===== config.mk =====
export PLATFORM = sky130hd
export DESIGN_NAME = pipeline_ctrl_gen
export DESIGN_NICKNAME = d
export VERILOG_FILES = /design/src/rtl/pipeline_ctrl_gen.sv
export SDC_FILE = /design/constraint.sdc
export NUM_CORES = 1
export LEC_CHECK = 0
export CAP_MARGIN = 20
export CORE_AREA = 2 2 43 84
export DETAILED_ROUTE_END_ITERATION = 7
export DIE_AREA = 0 0 45 86
export GPL_TIMING_DRIVEN = 0
export PLACE_DENSITY = 0.89
export SLEW_MARGIN = 5
export SYNTH_ARGS = -nofsm -noshare
export SYNTH_HDL_FRONTEND = slang
export SYNTH_SLANG_ARGS = --single-unit

===== constraint.sdc =====
create_clock -name clk -period 3.2 [get_ports clk]
set_input_delay 0.8 -clock clk [delete_from_list [all_inputs] [get_ports clk]]
set_output_delay 0.8 -clock clk [all_outputs]
set_load 0.01 [all_outputs]

===== src/rtl/pipeline_ctrl_gen.sv =====
// Pipeline controller: RAW hazard detection over HAZ_STAGES write stages, reset/flush/interrupt FSM, PC/fetch/decode controls.
// Outputs are combinational from state and inputs; optional forwarding enabled by defining PIPE_FORWARDING_EN.
module pipeline_ctrl_gen #(
    parameter int RADDR_W      = 5,
    parameter int HAZ_STAGES   = 2,
    parameter int FLUSH_CYCLES = 2,
    parameter int RST_CYCLES   = 2,
    localparam int FWD_W       = $clog2(HAZ_STAGES + 1)
) (
    input  logic                          clk,
    input  logic                          rst,
    input  logic [RADDR_W-1:0]            src_a,
    input  logic                          src_a_used,
    input  logic [RADDR_W-1:0]            src_b,
    input  logic                          src_b_used,
    input  logic [HAZ_STAGES*RADDR_W-1:0] wr_addr,
    input  logic [HAZ_STAGES-1:0]         wr_en,
    input  logic [HAZ_STAGES-1:0]         wr_late,
    input  logic                          branch_resolved,
    input  logic                          branch_taken,
    input  logic                          int_req,
    input  logic                          int_en,
    output logic                          pc_inc,
    output logic                          pc_load,
    output logic                          pc_reset,
    output logic                          fetch_hold,
    output logic                          imem_replay,
    output logic                          dec_nop,
    output logic                          int_ack,
    output logic [FWD_W-1:0]              fwd_a_sel,
    output logic [FWD_W-1:0]              fwd_b_sel,
    output logic [1:0]                    state_o,
    output logic [15:0]                   stall_count
);

    typedef enum logic [1:0] {
        S_RESET = 2'd0,
        S_RUN   = 2'd1,
        S_FLUSH = 2'd2,
        S_INT   = 2'd3
    } state_t;

    localparam int CNT_MAX = (FLUSH_CYCLES > RST_CYCLES) ? FLUSH_CYCLES : RST_CYCLES;
    localparam int CNT_W   = $clog2(CNT_MAX + 1);

    state_t             state;
    logic [CNT_W-1:0]   cnt;
    logic [HAZ_STAGES-1:0] match_a;
    logic [HAZ_STAGES-1:0] match_b;
    logic               hazard;
    logic               take_branch;
    logic               take_int;
    logic               stall;

    always_comb begin
        match_a = '0;
        match_b = '0;
        for (int k = 0; k < HAZ_STAGES; k++) begin
            match_a[k] = src_a_used & wr_en[k] & (wr_addr[k*RADDR_W +: RADDR_W] == src_a);
            match_b[k] = src_b_used & wr_en[k] & (wr_addr[k*RADDR_W +: RADDR_W] == src_b);
        end
    end

`ifdef PIPE_FORWARDING_EN
    // Only results not yet produced stall; anything else is forwarded from the youngest matching stage.
    always_comb begin
        hazard    = |((match_a | match_b) & wr_late);
        fwd_a_sel = '0;
        fwd_b_sel = '0;
        for (int k = HAZ_STAGES - 1; k >= 0; k--) begin
            if (match_a[k]) fwd_a_sel = FWD_W'(k + 1);
            if (match_b[k]) fwd_b_sel = FWD_W'(k + 1);
        end
    end
`else
    logic unused_late;
    assign unused_late = ^wr_late;
    assign hazard      = |(match_a | match_b);
    assign fwd_a_sel   = '0;
    assign fwd_b_sel   = '0;
`endif

    assign take_branch = (state == S_RUN) & branch_resolved & branch_taken;
    assign take_int    = (state == S_RUN) & ~take_branch & int_req & int_en;
    assign stall       = (state == S_RUN) & ~take_branch & ~take_int & hazard;
    assign state_o     = state;

    always_comb begin
        pc_inc      = 1'b0;
        pc_load     = 1'b0;
        pc_reset    = 1'b0;
        fetch_hold  = 1'b0;
        imem_replay = 1'b0;
        dec_nop     = 1'b0;
        int_ack     = 1'b0;
        case (state)
            S_RESET: begin
                pc_reset = 1'b1;
                dec_nop  = 1'b1;
            end
            S_RUN: begin
                if (take_branch) begin
                    pc_load = 1'b1;
                    dec_nop = 1'b1;
                end else if (stall) begin
                    fetch_hold  = 1'b1;
                    imem_replay = 1'b1;
                    dec_nop     = 1'b1;
                end else begin
                    pc_inc = 1'b1;
                end
            end
            S_FLUSH: begin
                dec_nop = 1'b1;
                pc_inc  = 1'b1;
            end
            S_INT: begin
                int_ack = 1'b1;
                pc_load = 1'b1;
                dec_nop = 1'b1;
            end
            default: ;
        endcase
    end

    always_ff @(posedge clk or posedge rst) begin
        if (rst) begin
            state       <= S_RESET;
            cnt         <= CNT_W'(RST_CYCLES);
            stall_count <= '0;
        end else begin
            if (stall && stall_count != 16'hFFFF)
                stall_count <= stall_count + 16'd1;
            case (state)
                S_RESET: begin
                    if (cnt == CNT_W'(1)) state <= S_RUN;
                    else                  cnt   <= cnt - CNT_W'(1);
                end
                S_RUN: begin
                    if (take_branch) begin
                        state <= S_FLUSH;
                        cnt   <= CNT_W'(FLUSH_CYCLES);
                    end else if (take_int) begin
                        state <= S_INT;
                    end
                end
                S_INT: begin
                    state <= S_FLUSH;
                    cnt   <= CNT_W'(FLUSH_CYCLES);
                end
                S_FLUSH: begin
                    if (cnt == CNT_W'(1)) state <= S_RUN;
                    else                  cnt   <= cnt - CNT_W'(1);
                end
                default: state <= S_RESET;
            endcase
        end
    end

endmodule

==> impl_metrics.yaml, run 1 <==
clock_tree:
  cts_inserted_buffers: 3
  h-tree-depth: 1
  clock_sinks: 20
  cts_tree: "done"
  clkLatencyLatePin_ns: 0.26
  cts_buffer_depth: 2
  path_clk_slew_ns: 0.07
  cts_root_buf: "clkbuf_8"
critical_path:
  worstSetupStartpointType: "input port"
  worstSetupPathType: "in2out"
  r2r_cells: 7
  worst-path-max-fanout: 4
  end_kind: "output port"
  cp.required_ns: 2.40
  crit_arrival_ns: 2.27
global_routing:
  grt_pass1_wl_um: 5820
  grt.total_usage_pct: 20.0
  grt-ovfl-total: 0
  grt_max_degree: 21
  antenna_found_initial: 0
  grt_pass1_vias: 1405
pwr:
  power_frac_seq_pct: 35.5
  p_clk_share_pct: 19.0
  switchingPower_uw: 332
  p_per_area_nw_per_um2: 451
  irDropWorstVdd_mv: 0.296
  internal_power_uw: 587
  power.leakage_nw: 0.886
  power_uw: 919
  sw_frac_of_total_pct: 36.2
  combPwrFrac_pct: 45.5
timing:
  maxSlewHeadroom_pct: 48.7
  grt_setup_unrepaired: "false"
  finalCritPeriodShare_pct: 96.0
  final.setup.tns_ns: 0
  min_period_ns: 3.07
  whs_ns: 0.507
  maxSlewViolCount: 0
  tightestPinTransition_ns: 0.769
  setup_violations: 0
  fmaxAchievable_ghz: 0.326
  skew_ns: 0.00359
  finalHoldViolCount: 0
logic_synthesis:
  synthArstFlopShare_pct: 100
  synthTopCellsByCount: "dfrtp_1 (19), xnor2_1 (18), xor2_1 (16), nor2_1 (12), nand4_1 (11)"
  syn_inst: 147
  synthDistinctLibCells: 34
  yosys_warnings: 0
  yosysTopAreaCellShare_pct: 33.9
  netlist_area_um2: 1400
  synth_most_common_cell: "dfrtp_1"
  synth-seq-cells: 20
  synth-main-ff-cell: "dfrtp_1"
  synth_edf_count: 0
  synth_area_leaders: "dfrtp_1 (34%), xnor2_1 (11%), xor2_1 (10%), ha_1 (6.3%), nand4_1 (4.9%)"
  syn_avg_cell_area_um2: 9.53
  yosysSeqAreaShare_pct: 35.8
  synth_top_cell_by_area: "dfrtp_1"
floorplan:
  initial_core_util_pct: 43.9
  die-width_um: 45
  die_h_um: 86
  dieArea_um2: 3870
  io_pins: 61
  rows: 29
  coreArea_um2: 3190
placement:
  gp_congestion: 0.808
  dpl_cell_area_um2: 1990
  io_buffers: 54
  hpwl_um: 2790
layout:
  fillers: 277
  nNetsFinal: 249
  area.sequential_um2: 502
  area_delta_synth_final_pct: 45.3
  antennaDiodeCount: 0
  fin_area_um2: 2040
  multiInputGateArea_um2: 865
  final_layout_size_suffix_gt1_share_pct: 12.9
route:
  detail-route-antenna-nets: 0
  vias: 1293
  drc: 0
  wl_per_cell_um: 14.4
  finalWirelength_um: 3460
  via_per_inst: 5.39
  drtIter0Drc: 21
  first_pass_iters: 4
min_path:
  hold_depth: 2
  min_path_type: "reg2reg"
status:
  outcome: "completed"
run:
  cap_violations: 0
==> layer usage <==
layer  wire [um]  vias up  track usage, %
met2        2010       60            39.0
met1        1160      599            18.8
met4          87        0            8.29
met3         204        9            3.37
met5           0        -               0
li1            -      625               -
==> stage by stage <==
| stage | worst slack [ns] | utilization (%) | cells |
|---|---|---|---|
| 2_1_floorplan | 0.542 | - | 150 |
| 3_3_place_gp | -0.575 | 62.4 | 235 |
| 3_5_place_dp | -0.630 | 62.4 | 235 |
| 4_1_cts | 0.0311 | 63.7 | 240 |
| 5_1_grt | 0.0278 | 63.8 | 240 |
| 6_report | 0.129 | 63.8 | 240 |
==> cell families after synthesis <==
| family | Yosys count | share of synthesized area, % |
|---|---|---|
| compound gates | 9 | 4.64 |
| mux | 2 | 1.87 |
| flops | 20 | 35.8 |
| other cells | 1 | 0.268 |
| fa+ha+maj | 7 | 6.25 |
| xor+xnor | 34 | 21.2 |
| simple gates | 61 | 24.6 |
| buf+inv | 13 | 5.36 |
==> worst max-delay path, cell delays in order <==
cell and delay [ns]:
dlygate4sd2_1 0.26, xor2_1 0.18, nor4_2 0.30, nand4_1 0.19, nand4_4 0.14, and2_4 0.16, clkdlybuf4s15_1 0.24
==> path summary, 6_finish.rpt <==
| kind | from | endpoint | slack, ns |
|---|---|---|---|
| max | wr_addr[4] | fetch_hold | 0.13 |
| min | cnt[1] | cnt[1] | 0.51 |
| max reg2reg | state_o[1] | stall_count[1] | 1.04 |
| min reg2reg | cnt[1] | cnt[1] | 0.51 |
| max in group asynchronous | rst | stall_count[3] | 1.75 |
| min in group asynchronous | rst | stall_count[0] | 0.97 |
==> what timing repair did <==
| item | CTS | global route |
|---|---|---|
| hold buffers | 0 | 0 |
| buffers inserted | 1 | 0 |
| setup endpoints to repair | 4 | 4 |
| pin swaps | 9 | 5 |
| gates resized for setup | 26 | 9 |
==> registers in the layout, indices dropped and copies added, names as in the netlist <==
register,flops
cnt,2
stall_count,16
state_o,2
==> power by group through the flow <==
stage                     registers (mW)  logic [mW]  clock network, mW
final                              0.326       0.418              0.175
after floorplan                    0.331       0.236                  0
after CTS                          0.326       0.424              0.174
after detailed placement           0.331       0.440                  0
after global routing               0.334       0.466              0.192
after global placement             0.329       0.423                  0
==> cell type report <==
cell class	count	area share, %
repair buffers	55	25.1
inverters	7	1.29
multi-input cells	117	42.5
plain buffers	6	2.40
flip-flops and latches	20	24.6
well taps	31	1.91
clock buffers	4	2.21
==> cells in the final DEF, fill, tap and decap left out, types with 2 or more instances in the layout <==
cell type        synthesis  layout
nor2_1                  12      12
nor4_2                   0       3
clkbuf_8                 0       3
ha_1                     7       7
nand3b_1                 2       2
clkbuf_2                 0       3
nand4_1                 11      11
clkdlybuf4s50_1          0      32
inv_1                    7       7
nor3_1                   3       3
xnor2_1                 18      18
nor4_1                   5       2
buf_4                    5       6
dlygate4sd2_1            0      18
o21ai_0                  3       3
xor2_1                  16      16
a21oi_1                  3       3
nand2_1                  8       8
dfrtp_1                 19      19
conb_1                   1       4
and3_1                   3       3
nand3_1                  7       7
No activity file was read; power rests on OpenSTA's default activity.
==> inputs of run 2 (changes only) <==
--- a/config.mk
+++ b/config.mk
@@ -6,11 +6,11 @@
 export NUM_CORES = 1
 export LEC_CHECK = 0
 export CAP_MARGIN = 20
-export CORE_AREA = 2 2 43 84
+export CORE_AREA = 2 2 44 87
 export DETAILED_ROUTE_END_ITERATION = 7
-export DIE_AREA = 0 0 45 86
+export DIE_AREA = 0 0 46 89
 export GPL_TIMING_DRIVEN = 0
-export PLACE_DENSITY = 0.89
+export PLACE_DENSITY = 0.85
 export SLEW_MARGIN = 5
 export SYNTH_ARGS = -nofsm -noshare
 export SYNTH_HDL_FRONTEND = slang
==> constraint.sdc (replaced) <==
create_clock -name clk -period 2.97 [get_ports clk]
set_input_delay 0.7425 -clock clk [delete_from_list [all_inputs] [get_ports clk]]
set_output_delay 0.7425 -clock clk [all_outputs]
set_load 0.01 [all_outputs]
==> impl_metrics.yaml, run 2 (same netlist as run 1, synthesis figures left out) <==
critical_path:
  end_kind: "output port"
  r2r_start: "state_o[1]"
  worstSetupStartpointType: "input port"
  slowest_delay_ns: 0.31
  slowest_stage: "nor4_1"
  reg2reg_slack_ns: 0.86
  crit_arrival_ns: 2.18
  cp.required_ns: 2.23
  startpoint: "wr_addr[3]"
  path_cells: "dlygate4sd2_1, xor2_1, nor4_1, nand4_1, nand4_4, and2_4, nand3b_1, buf_2"
  worst-path-max-fanout: 4
  worstSetupPathType: "in2out"
layout:
  multiInputGateArea_um2: 866
  final_cell_mix: "clkdlybuf4s50_1 (32), dfrtp_1 (19), xnor2_1 (18)"
  fin_area_um2: 2050
  final_layout_size_suffix_gt1_share_pct: 13.8
  nNetsFinal: 250
  area_delta_synth_final_pct: 46.1
  largest_reg_flops: 16
  layout_commonest_cell: "clkdlybuf4s50_1"
  area.sequential_um2: 502
  fillers: 285
  antennaDiodeCount: 0
  regMostFlops: "stall_count"
timing:
  finalHoldViolCount: 0
  fmaxAchievable_ghz: 0.342
  postLayoutSetupSlackWorst_ns: 0.0430
  finalCritPeriodShare_pct: 98.6
  maxSlewViolCount: 0
  skew_ns: 0.00387
  tightestPinTransition_ns: 0.753
  maxSlewHeadroom_pct: 49.8
  min_period_ns: 2.93
  setup_violations: 0
  grt_setup_unrepaired: "false"
clock_tree:
  path_clk_slew_ns: 0.07
  clock_sinks: 20
  cts_root_buf: "clkbuf_8"
  clkLatencyLatePin_ns: 0.26
  cts_buffer_depth: 2
  cts_tree: "done"
  cts_hold_buf: 0
  cts_inserted_buffers: 3
  h-tree-depth: 1
global_routing:
  grt-ovfl-total: 0
  grt_pass1_wl_um: 5270
  grt_max_degree: 21
  grt_pass1_vias: 1275
  antenna_found_initial: 0
  grt.total_usage_pct: 17.5
route:
  drc: 0
  detail-route-antenna-nets: 0
  first_pass_iters: 4
  finalWirelength_um: 3330
  vias: 1279
  drtIter0Drc: 16
  via_per_inst: 5.29
  wl_per_cell_um: 13.7
placement:
  io_buffers: 54
  hpwl_um: 2720
  gp_congestion: 0.760
  dpl_cell_area_um2: 1990
  preCtsSetupSlack_ns: -0.783
floorplan:
  io_pins: 61
  dieArea_um2: 4090
  die_h_um: 89
  die-width_um: 46
  rows: 30
  coreArea_um2: 3380
  initial_core_util_pct: 41.5
min_path:
  min-delay-start: "stall_count[15]"
  min_path_type: "reg2reg"
pwr:
  irDropWorstVdd_mv: 0.312
  power_uw: 981
  power.leakage_nw: 0.889
  p_per_area_nw_per_um2: 479
status:
  outcome: "completed"
run:
  cap_violations: 0
==> run 2: changes by cell type in the layout (fill, tap and decap cells not counted) <==
cell             delta
dlygate4sd2_1       -5
clkbuf_2            -2
buf_2               +3
xor2_1              -1
buf_4               +1
clkdlybuf4s15_1     +4
nor4_1              +1
nor4_2              -1
xor2_2              +1
==> run 2: final cells by class <==
type,instances,share of cell area [%]
Buffer,6,2.38
Tap cell,32,1.96
Timing Repair Buffer,56,25.4
Multi-Input combinational cell,117,42.3
Sequential cell,20,24.5
Inverter,7,1.28
Clock buffer,4,2.20
==> run 2: timing repair <==
| item | in CTS | in global routing |
|---|---|---|
| endpoints found under the setup margin | 4 | 4 |
| pin swaps | 9 | 5 |
| resized for setup | 37 | 6 |
| buffers inserted | 1 | 1 |
==> run 2: worst paths after layout <==
path,end,cells past startpoint
setup / recovery,dec_nop,8
hold / removal,stall_count[15],1
setup reg to reg,stall_count[1],7
hold reg to reg,stall_count[15],1
max in group asynchronous,stall_count[8],2
min in group asynchronous,stall_count[10],2
==> run 2: per-stage QoR <==
step / setup TNS, ns / instances / util (%) / hold slack, ns
floorplan: 0 / 150 / - / 0.486
global placement: -2.74 / 236 / 59.0 / 0.488
detailed placement: -2.96 / 236 / 59.0 / 0.495
CTS: 0 / 241 / 60.3 / 0.505
global route: 0 / 242 / 60.6 / 0.513
finish: 0 / 242 / 60.6 / 0.497
==> run 2: critical path: cells and delay by family <==
kind | cells | cell delay [ns]
and+or+nand+nor | 5 | 0.90
buffers and inverters | 2 | 0.39
xor gates and xnor gates | 1 | 0.16
==> run 2: report_power, final <==
group / internal [mW] / total, mW / switching [mW]
Sequential: 0.311 / 0.350 / 0.0390
Combinational: 0.227 / 0.450 / 0.223
Clock: 0.0954 / 0.181 / 0.0852
Total: 0.634 / 0.981 / 0.347
==> run 2: layer usage <==
| layer | global-route usage [%] | part of all wire [%] | up-vias |
|---|---|---|---|
| li1 | - | - | 624 |
| met1 | 15.2 | 34 | 599 |
| met3 | 2.63 | 5.1 | 4 |
| met4 | 7.01 | 1.6 | 0 |
| met2 | 35.9 | 59 | 52 |
| met5 | 0 | 0 | - |
==> inputs of run 3 (changes only) <==
--- a/config.mk
+++ b/config.mk
@@ -5,7 +5,7 @@
 export SDC_FILE = /design/constraint.sdc
 export NUM_CORES = 1
 export LEC_CHECK = 0
-export CAP_MARGIN = 20
+export ABC_CLOCK_PERIOD_IN_PS = 2970
 export CORE_AREA = 2 2 44 87
 export DETAILED_ROUTE_END_ITERATION = 7
 export DIE_AREA = 0 0 46 89
==> results of run 3 <==
Final layout, timing and power as in run 2 (identical DEF).
